### src/rtl/rand_pkg.sv
// Shared types and helpers for the multi-channel noise generator.
// The LFSR step function is also used by the reference model.
package rand_pkg;

   typedef enum logic [1:0] {
      MODE_UNI   = 2'd0,
      MODE_GAUSS = 2'd1,
      MODE_DC    = 2'd2,
      MODE_OFF   = 2'd3
   } mode_e;

   typedef enum logic [1:0] {
      ST_LOAD,
      ST_WARM,
      ST_FILL,
      ST_RUN
   } state_e;

   localparam int TAP_A = 63;
   localparam int TAP_B = 62;
   localparam int TAP_C = 60;
   localparam int TAP_D = 59;
   localparam int MAX_STEPS = 16;

   typedef logic signed [47:0] wide_t;

   // XNOR Fibonacci LFSR, shifts left, feedback enters at bit 0
   function automatic logic [63:0] lfsr_step(input logic [63:0] s,
                                             input int n);
      logic [63:0] r;
      r = s;
      for (int i = 0; i < MAX_STEPS; i++) begin
         if (i < n)
            r = {r[62:0], ~(r[TAP_A] ^ r[TAP_B] ^ r[TAP_C] ^ r[TAP_D])};
      end
      return r;
   endfunction

   function automatic wide_t sat(input wide_t x, input int w);
      wide_t hi;
      wide_t lo;
      hi = (wide_t'(1) <<< (w - 1)) - wide_t'(1);
      lo = -(wide_t'(1) <<< (w - 1));
      if (x > hi)
         return hi;
      else if (x < lo)
         return lo;
      return x;
   endfunction

endpackage

### src/rtl/rand_noise_ch.sv
// One noise channel: sequencing FSM, 64-bit LFSR and
// the four-stage shaping pipeline (distribution, gain, offset).
module rand_noise_ch
   import rand_pkg::*;
#(
   parameter int DW     = 14,
   parameter int WARMUP = 32,
   parameter int NSUM   = 4,
   parameter int CH     = 0
) (
   input  logic                 clk_i,
   input  logic                 rstn_i,
   input  logic                 init_i,
   input  logic [31:0]          seed_i,
   input  logic                 en_i,
   input  logic [1:0]           mode_i,
   input  logic [DW-1:0]        amp_i,
   input  logic signed [DW-1:0] offs_i,
   output logic signed [DW-1:0] dat_o,
   output logic                 dv_o,
   output logic                 busy_o
);

   localparam int SH = $clog2(NSUM) - 1;
   localparam int CW = $clog2(WARMUP + 4);

   state_e                  state;
   logic [CW-1:0]           cnt;
   logic [63:0]             lfsr;
   logic [63:0]             lnext;
   logic signed [DW-1:0]    s1, s2, s3, s4;
   logic signed [DW-1:0]    s2n, s3n, s4n;
   logic [NSUM-2:0][DW-1:0] hist;
   wide_t                   acc;
   wide_t                   prod;
   logic                    run;

   assign lnext = lfsr_step(lfsr, DW);

   always_comb begin
      acc = wide_t'(s1);
      for (int i = 0; i < NSUM - 1; i++)
         acc = acc + wide_t'(signed'(hist[i]));
   end

   always_comb begin
      s2n = '0;
      unique case (1'b1)
         (mode_i == MODE_UNI):   s2n = s1;
         (mode_i == MODE_GAUSS): s2n = DW'(sat(acc >>> SH, DW));
         default:                s2n = '0;
      endcase
      prod = wide_t'(s2) * wide_t'({1'b0, amp_i});
      s3n  = DW'(sat(prod >>> (DW - 1), DW));
      s4n  = '0;
      if (mode_i != MODE_OFF)
         s4n = DW'(sat(wide_t'(s3) + wide_t'(offs_i), DW));
   end

   always_ff @(posedge clk_i) begin
      if (!rstn_i) begin
         state <= ST_LOAD;
         cnt   <= '0;
         lfsr  <= '0;
         hist  <= '0;
         s1    <= '0;
         s2    <= '0;
         s3    <= '0;
         s4    <= '0;
      end else if (init_i) begin
         state <= ST_LOAD;
      end else if (state == ST_LOAD) begin
         // channel index in the upper word keeps lock-up unreachable
         state <= ST_WARM;
         cnt   <= '0;
         lfsr  <= {32'(CH), seed_i};
         hist  <= '0;
         s1    <= '0;
         s2    <= '0;
         s3    <= '0;
         s4    <= '0;
      end else if (en_i) begin
         lfsr <= lnext;
         s1   <= lnext[63 -: DW];
         for (int i = NSUM - 2; i > 0; i--)
            hist[i] <= hist[i-1];
         hist[0] <= s1;
         s2 <= s2n;
         s3 <= s3n;
         s4 <= s4n;
         unique case (state)
            ST_WARM: begin
               if (cnt == CW'(WARMUP - 1)) begin
                  state <= ST_FILL;
                  cnt   <= '0;
               end else begin
                  cnt <= cnt + CW'(1);
               end
            end
            ST_FILL: begin
               if (cnt == CW'(3)) begin
                  state <= ST_RUN;
                  cnt   <= '0;
               end else begin
                  cnt <= cnt + CW'(1);
               end
            end
            default: ;
         endcase
      end
   end

   assign run    = (state == ST_RUN);
   assign dat_o  = run ? s4 : '0;
   assign dv_o   = run & en_i;
   assign busy_o = ~run;

endmodule

### src/rtl/rand_noise_gen.sv
// Multi-channel pseudo-random noise source; one channel
// instance per output, the top only slices the buses.
module rand_noise_gen
   import rand_pkg::*;
#(
   parameter int DW     = 14,
   parameter int NCH    = 2,
   parameter int WARMUP = 32,
   parameter int NSUM   = 4
) (
   input  logic              clk_i,
   input  logic              rstn_i,
   input  logic [NCH-1:0]    init_i,
   input  logic [32*NCH-1:0] seed_i,
   input  logic [NCH-1:0]    en_i,
   input  logic [2*NCH-1:0]  mode_i,
   input  logic [DW*NCH-1:0] amp_i,
   input  logic [DW*NCH-1:0] offs_i,
   output logic [DW*NCH-1:0] dat_o,
   output logic [NCH-1:0]    dv_o,
   output logic [NCH-1:0]    busy_o
);

   for (genvar c = 0; c < NCH; c++) begin : g_ch
      rand_noise_ch #(
         .DW     (DW),
         .WARMUP (WARMUP),
         .NSUM   (NSUM),
         .CH     (c)
      ) u_ch (
         .clk_i  (clk_i),
         .rstn_i (rstn_i),
         .init_i (init_i[c]),
         .seed_i (seed_i[32*c +: 32]),
         .en_i   (en_i[c]),
         .mode_i (mode_i[2*c +: 2]),
         .amp_i  (amp_i[DW*c +: DW]),
         .offs_i (offs_i[DW*c +: DW]),
         .dat_o  (dat_o[DW*c +: DW]),
         .dv_o   (dv_o[c]),
         .busy_o (busy_o[c])
      );
   end

endmodule

### config.mk
export PLATFORM = sky130hd
export DESIGN_NAME = rand_noise_gen
export DESIGN_NICKNAME = d
export VERILOG_FILES = /design/src/rtl/rand_pkg.sv /design/src/rtl/rand_noise_ch.sv /design/src/rtl/rand_noise_gen.sv
export SDC_FILE = /design/constraint.sdc
export NUM_CORES = 2
export LEC_CHECK = 0
export ABC_AREA = 0
export ABC_CLOCK_PERIOD_IN_PS = 22200
export BUFFER_PORTS_ARGS = -buffer_cell sky130_fd_sc_hd__buf_4
export CORE_ASPECT_RATIO = 1.25
export CORE_MARGIN = 2
export CORE_UTILIZATION = 40
export CTS_BUF_LIST = sky130_fd_sc_hd__clkbuf_2
export DETAILED_ROUTE_END_ITERATION = 6
export PLACE_DENSITY = 0.64
export SYNTH_ARGS = -nofsm -noshare
export SYNTH_HDL_FRONTEND = slang
export SYNTH_SLANG_ARGS = --single-unit
### constraint.sdc
create_clock -name clk_i -period 22.2 [get_ports clk_i]
set_input_delay 4.44 -clock clk_i [delete_from_list [all_inputs] [get_ports clk_i]]
set_output_delay 4.44 -clock clk_i [all_outputs]
set_load 0.005 [all_outputs]
; ---- After elaboration in Yosys (flattened, before gate mapping)
; Index checks and enable logic that the tools add are counted.
[word_totals]
reg_bits = 340
latch_bits = 0
ram_bits = 0
romBits = 0
input_bits = 130
output_inout_bits = 32
word_cells = 293
n_memories = 0
[op_classes]
addsub = 10
multipliers = 2
div_mod_pow = 0
order_cmp = 12
n_eq_ne = 22
shift = 0
n_mux = 84
n_bitwise = 119
reduce_logical = 22
[ops]
columns = op, count
row1 = 14-bit 2-to-1 mux, 38
row2 = 64-bit 2-to-1 mux, 4
row3 = 42-bit 2-to-1 mux, 4
row4 = 48-bit by 14-bit adder with 48-bit output, 2
row5 = 47-bit by 14-bit greater-than comparator with 1-bit output (second input constant), 2
row6 = 47-bit by 14-bit less-than comparator with 1-bit output (second input constant), 2
row7 = 1-bit bitwise XOR, 84
row8 = 14-bit by 14-bit adder with 15-bit output, 4
row9 = 14-bit by 15-bit multiplier with 29-bit output, 2
row10 = 14-bit case mux with 2 select lines, 2
row11 = 6-bit 2-to-1 mux, 8
row12 = 1-bit NOT, 33
row13 = 15-bit by 14-bit adder with 16-bit output, 2
row14 = 16-bit by 14-bit greater-than comparator with 1-bit output (second input constant), 2
row15 = 16-bit by 14-bit less-than comparator with 1-bit output (second input constant), 2
row16 = 15-bit by 14-bit greater-than comparator with 1-bit output (second input constant), 2
row17 = 15-bit by 14-bit less-than comparator with 1-bit output (second input constant), 2
row18 = 6-bit case mux with 2 select lines, 2
row19 = 1-bit 2-to-1 mux, 20
row20 = 4-bit AND reduction, 4
row21 = 6-bit by 1-bit adder with 6-bit output (second input constant), 2
row22 = 6-bit by 2-bit == test with 1-bit output (second input constant), 2
row23 = 6-bit by 5-bit == test with 1-bit output (second input constant), 2
row24 = 3-bit by 1-bit != test with 1-bit output (second input constant), 4
row25 = other kinds (14), 40

; ---- Logic depth before layout (Yosys ltp)
[logic_depth]
depth_word = 11
depth_mapped = 34
depth_no_buf = 31

; ---- Cells and area by module
; A second synthesis with hierarchy kept.
[unflattened]
hier_cells = 3530
area_unflattened_um2 = 30153.9
[by_module_without_submodules]
columns = mod, n_inst, cells_per_inst, area_each_um2, seq_area_each_um2
row1 = rand_noise_ch at g_ch[0].u_ch, 1, 1801, 15369.7, 3123.0
row2 = rand_noise_ch at g_ch[1].u_ch, 1, 1729, 14784.2, 3123.0

; ---- Least setup slack after synthesis
; No wires, ideal clock.
[synth_timing]
path_kind = input to register
startpoint = input port amp_i[5]
endpoint = register g_ch[0].u_ch.s3[9]
setup_time_ns = 0.074
arrival_ns = 10.551
required_time_ns = 22.126
path_slack_ns = 11.575
cell_stages = 26
path_buffers = 2
cell_sequence = clkbuf_1 > and2_1 > fa_1 > inv_1 > fa_1 > inv_1 > fa_1 > inv_1 > fa_1 > inv_1 > fa_1 > inv_1 > fa_1 > inv_1 > ha_1 > and3_1 > a221o_1 > a221o_1 > o211ai_1 > nor3b_4 > mux2i_1 > a211oi_1 > nor2_1 > buf_6 > nand2_1 > a31oi_1
[synth_between]
elab_chain_cells = 7
word_cells_on_any_way = 9
cone_classes = 1 x mul / 2 x order compare / 6 x mux
[synth_rtl]
columns = item, line_no
row1 = from (decl), rand_noise_gen.sv:17  ; input logic [DW*NCH-1:0] amp_i,
row2 = 14-bit by 15-bit multiplier with 29-bit output (*), rand_noise_ch.sv:53  ; prod = wide_t'(s2) * wide_t'({1'b0, amp_i});
row3 = 16-bit by 14-bit less-than comparator with 1-bit output, rand_pkg.sv:46  ; else if (x < lo)
row4 = 1-bit 2-to-1 mux, rand_pkg.sv:46
row5 = 1-bit 2-to-1 mux, rand_pkg.sv:44  ; if (x > hi)
row6 = 14-bit 2-to-1 mux (*), rand_pkg.sv:48  ; return x;
row7 = 14-bit 2-to-1 mux (*), rand_noise_ch.sv:82  ; end else if (en_i) begin
row8 = 14-bit 2-to-1 mux (*), rand_noise_ch.sv:72  ; end else if (state == ST_LOAD) begin
row9 = to (signal assigned), rand_noise_ch.sv:89  ; s3 <= s3n;
row10 = to (decl), rand_noise_ch.sv:31  ; logic signed [DW-1:0] s1, s2, s3, s4;
; Every way passes the cells marked *; elsewhere a longest branch is shown, timed or not. The select of a mux whose other input is x is not followed.
; A chain may end at the register's enable or synchronous reset.

; ---- Worst setup path after layout
[layout_timing]
startpoint = input port amp_i[21]
endpoint = register g_ch[1].u_ch.s3[4]
[layout_between]
elab_chain_cells = 7
word_cells_on_any_way = 9
cone_classes = 1 x mul / 2 x order compare / 6 x mux
[layout_rtl]
columns = item, line_no
row1 = 14-bit by 15-bit multiplier with 29-bit output (*), rand_noise_ch.sv:53
row2 = 16-bit by 14-bit less-than comparator with 1-bit output, rand_pkg.sv:46
row3 = 1-bit 2-to-1 mux, rand_pkg.sv:46
row4 = 1-bit 2-to-1 mux, rand_pkg.sv:44
row5 = 14-bit 2-to-1 mux (*), rand_pkg.sv:48
row6 = 14-bit 2-to-1 mux (*), rand_noise_ch.sv:82
row7 = 14-bit 2-to-1 mux (*), rand_noise_ch.sv:72
row8 = to (signal assigned), rand_noise_ch.sv:89
row9 = to (decl), rand_noise_ch.sv:31
; Marked as above.

==> metrics.md <==
| Metric | Value |
|---|---|
| Primary flip-flop cell chosen by synthesis mapping | `sky130_fd_sc_hd__dfxtp_1` |
| CP endpoint | `g_ch[1].u_ch.s3[4]` |
| Clock buffers created by TritonCTS | `88` |
| Total length of routed wires | `77700 µm` |
| Synthesized area divided by synthesized cell count | `8.39 µm²` |
| Number of hold-repair buffers added at the cts stage | `0` |
| Layout Cells excl Fill | `4800` |
| Slowest stage cell, crit path | `sky130_fd_sc_hd__nor4_2` |
| Die height | `315 µm` |
| Share of the yosys chip area belonging to registers | `0.202` |
| Antenna violations before repair | `2` |
| Core area | `77000 µm²` |
| Ratio of routed vias to standard cells | `5.21` |
| Clock input transition at the sequential cells of the worst setup and hold paths | `0.11 ns` |
| Library cell occupying the most area in the post-synthesis netlist | `sky130_fd_sc_hd__fa_1` |
| Start point of the critical path | `amp_i[21]` |
| Final global-route overflow total | `0` |
| Post-detailed-placement half-perimeter wirelength | `58500 µm` |
| Wire length of the first global-routing pass | `129000 µm` |
| Largest fanout on the critical path | `14` |
| Fmax | `0.0956 GHz` |
| Top cells by area, synth | `sky130_fd_sc_hd__fa_1 (21%), sky130_fd_sc_hd__dfxtp_1 (20%), sky130_fd_sc_hd__ha_1 (13%)` |
| Synth Net Count | `4450` |
| Gp weighted congestion | `0.865` |
| Net Sw Power | `335 µW` |
| Status | `finished clean` |
| Row cnt | `114` |
| Inst Count DP | `4646` |
| H-tree levels | `3` |
| Setup Total Neg Slack | `0 ns` |
| DRT antenna net count | `0` |
| Synthesized instance count | `3686` |
| Area share of the leading cell type in the synthesized netlist | `0.208` |
| RSZ-0062 raised after global routing | `no` |
| Number of cells traversed by the worst register-to-register path | `20` |
| Share of synthesized registers carrying an async set or reset | `0` |
| Chip width | `253 µm` |
| Synthesized cell area | `30900 µm²` |
| Yosys warnings | `0` |
| Post-CTS repair timing setup buffer count | `0` |
| Count of flip-flops with a built-in enable after synthesis | `0` |
| Kind of start point of the critical path | `input port` |
| Number of distinct library cell variants in the gate-level netlist after synthesis | `81` |
| Root buffer selected by CTS | `sky130_fd_sc_hd__clkbuf_2` |
| Count of cells resized by post-cts repair | `0` |
| Capturing element type of the critical path | `flop` |
| Worst clock skew | `0.0636 ns` |
| Worst hold margin | `0.454 ns` |
| Capture instance of the worst register-to-register path | `g_ch[1].u_ch.s3[4]` |
| Peak VDD IR | `0.0000348 V` |
| Startpoint-to-endpoint class of the critical path | `in -> reg` |
| Part of the power in the clock network | `0.367` |
| Clock tree from TritonCTS | `built` |
| Vias in the first global route | `25.3k` |
| Fin worst setup slack | `11.75 ns` |
| DIE AREA | `79600 µm²` |
| Origin of the critical flop-to-flop path | `g_ch[1].u_ch.s2[13]` |
| CP most frequent cell | `sky130_fd_sc_hd__fa_1` |
| Relative area change from synthesis to final layout | `8.13%` |
| Switching part of the total | `0.305` |
| Cell internal power dissipation | `763 µW` |
| Count leader, synth | `sky130_fd_sc_hd__inv_1` |
| Post-route design area | `33500 µm²` |
| Starting density of the core | `0.402` |
| Setup-failing EPs final | `0` |
| Number of clock sinks | `312` |
| P per Cell Area | `32.8 nW/µm²` |
| Worst-Margin Slew | `1.14 ns` |
| Synthesis-stage register bit count | `312` |
| Shortest clock period the worst path allows after layout | `10.45 ns` |
| Setup slack, reg-to-reg | `14.63 ns` |
| Number of failing hold endpoints at the final stage | `0` |
| Number of buffer cells added on primary ports | `161` |
| DRC violations left | `0` |
| Worst-case clock buffer depth | `3` |
| Boundary Pins | `162` |
| Static Leak | `16.7 nW` |
| Combinational group share of total power | `0.106` |
| Leading cell types by count after synthesis | `sky130_fd_sc_hd__inv_1 (421), sky130_fd_sc_hd__nand2_1 (406), sky130_fd_sc_hd__fa_1 (322)` |
| Cell area after placement | `32700 µm²` |
| CP Data Required Time | `23.13 ns` |
| Wire length per cell | `16.2 µm` |
| # Max-Cap Violations | `0` |
| Clk Latency, worst-skew pair | `1.02 ns` |
| Maximum single-stage delay on the critical path | `0.92 ns` |
| Crit share post-route | `0.471` |
| Total via count in the routed design | `25.0k` |
| Nets@finish | `4514` |
| Register share of total power | `0.527` |
| Type of the most critical hold path | `reg -> reg` |
| DRT Pass-1 Iters | `5` |
| Number of max-slew violations in the final report | `0` |
| Post-placement worst setup slack | `10.70 ns` |
| Data arrival time of the worst path | `11.39 ns` |
| Number of violations reported at the end of detailed-routing iteration 0 | `1453` |
| Max-Slew Margin vs Limit | `0.242` |
| Layout cells sized above 1 | `0.0913` |
| Cells along the critical path | `buf_4 > and2_1 > fa_1 > inv_1 > fa_1 > inv_1 > fa_1 > fa_1 > fa_1 > inv_1 > fa_1 > inv_1 > ha_1 > a21oi_2 > nand2_1 > a221o_1 > a211oi_2 > o21bai_1 > o2bb2ai_1 > nor3b_1 > nor4_2 > o21ai_0 > a21oi_1` |
| Pin count of the biggest net entering global routing | `99` |
| GRT Util Overall | `0.198` |
cell families after synthesis:
group / after synthesis / synth area share
AND/OR/NAND/NOR: 1231 / 0.191
AO/OA/AOI/OAI: 690 / 0.138
adder cells (fa/ha/maj): 636 / 0.335
buffers and inverters: 623 / 0.0777
flip-flops: 312 / 0.202
XOR/XNOR: 154 / 0.0436
multiplexers: 40 / 0.0130
worst min-delay path by stage:
stage	from	end	slack, ns	cells after the start
floorplan	g_ch[0].u_ch.s4[10]	g_ch[0].u_ch.s4[10]	0.42	2
global placement	g_ch[0].u_ch.s4[10]	g_ch[0].u_ch.s4[10]	0.43	2
detailed placement	g_ch[0].u_ch.s4[10]	g_ch[0].u_ch.s4[10]	0.44	2
CTS	g_ch[0].u_ch.hist[1]	g_ch[0].u_ch.hist[15]	0.45	2
global route	g_ch[0].u_ch.lfsr[36]	g_ch[0].u_ch.lfsr[36]	0.48	2
finish	g_ch[0].u_ch.hist[1]	g_ch[0].u_ch.hist[15]	0.45	2
cell usage in the layout, fill, tap and decap left out, types with 35 or more instances in the layout:
cell / count
sky130_fd_sc_hd__inv_1: 418
sky130_fd_sc_hd__and2_1: 232
sky130_fd_sc_hd__o21ai_0: 110
sky130_fd_sc_hd__xnor2_1: 123
sky130_fd_sc_hd__mux2i_1: 39
sky130_fd_sc_hd__clkbuf_2: 128
sky130_fd_sc_hd__dfxtp_1: 312
sky130_fd_sc_hd__nand3_1: 108
sky130_fd_sc_hd__and3_1: 75
sky130_fd_sc_hd__a21oi_1: 292
sky130_fd_sc_hd__fa_1: 322
sky130_fd_sc_hd__a21o_1: 35
sky130_fd_sc_hd__ha_1: 310
sky130_fd_sc_hd__nor2_1: 267
sky130_fd_sc_hd__a211oi_1: 55
sky130_fd_sc_hd__buf_4: 176
sky130_fd_sc_hd__nand2_1: 406
registers in the layout, summed over array words and instances, names as in the netlist:
register and count:
g_ch.u_ch.hist 84, g_ch.u_ch.s2 28, g_ch.u_ch.lfsr 100, g_ch.u_ch.s1 28, g_ch.u_ch.s4 28, g_ch.u_ch.state 4, g_ch.u_ch.s3 28, g_ch.u_ch.cnt 12
cell type report:
class	count	area [µm²]
sequential	312	6250
multi-input combinational	2751	22300
clock buffer	128	641
inverter	421	1590
tap	986	1230
timing repair buffer	176	1320
fill	7779	43600
clock inverter	23	92.6
antenna	3	7.51
critical path: cells and delay by family:
kind	cells	cell delay (ns)
adders and majority gates	7	3.41
buffers and inverters	5	0.36
and+or+nand+nor	4	1.42
AOI/OAI and AO/OA	7	1.72
power by group through the flow:
stage                     registers [mW]  logic, mW  clock network, mW
after floorplan                    0.589     0.0720                  0
after global placement             0.591      0.116                  0
after detailed placement           0.591      0.117                  0
after CTS                          0.578      0.117              0.420
after global routing               0.580      0.128              0.450
final                              0.578      0.117              0.403
metal layers:
layer	global-route usage	vias to the layer above	part of all wire
met5	0	-	0
met3	0.0333	99	0.052
met1	0.258	12100	0.44
met4	0.0559	0	0.021
li1	-	12300	-
met2	0.339	516	0.49
metrics by stage:
| step | util | total power, mW |
|---|---|---|
| floorplan | - | 0.661 |
| global placement | 0.425 | 0.707 |
| detailed placement | 0.425 | 0.708 |
| CTS | 0.434 | 1.12 |
| global route | 0.434 | 1.16 |
| finish | 0.434 | 1.10 |
No activity file was read; power rests on OpenSTA's default activity.
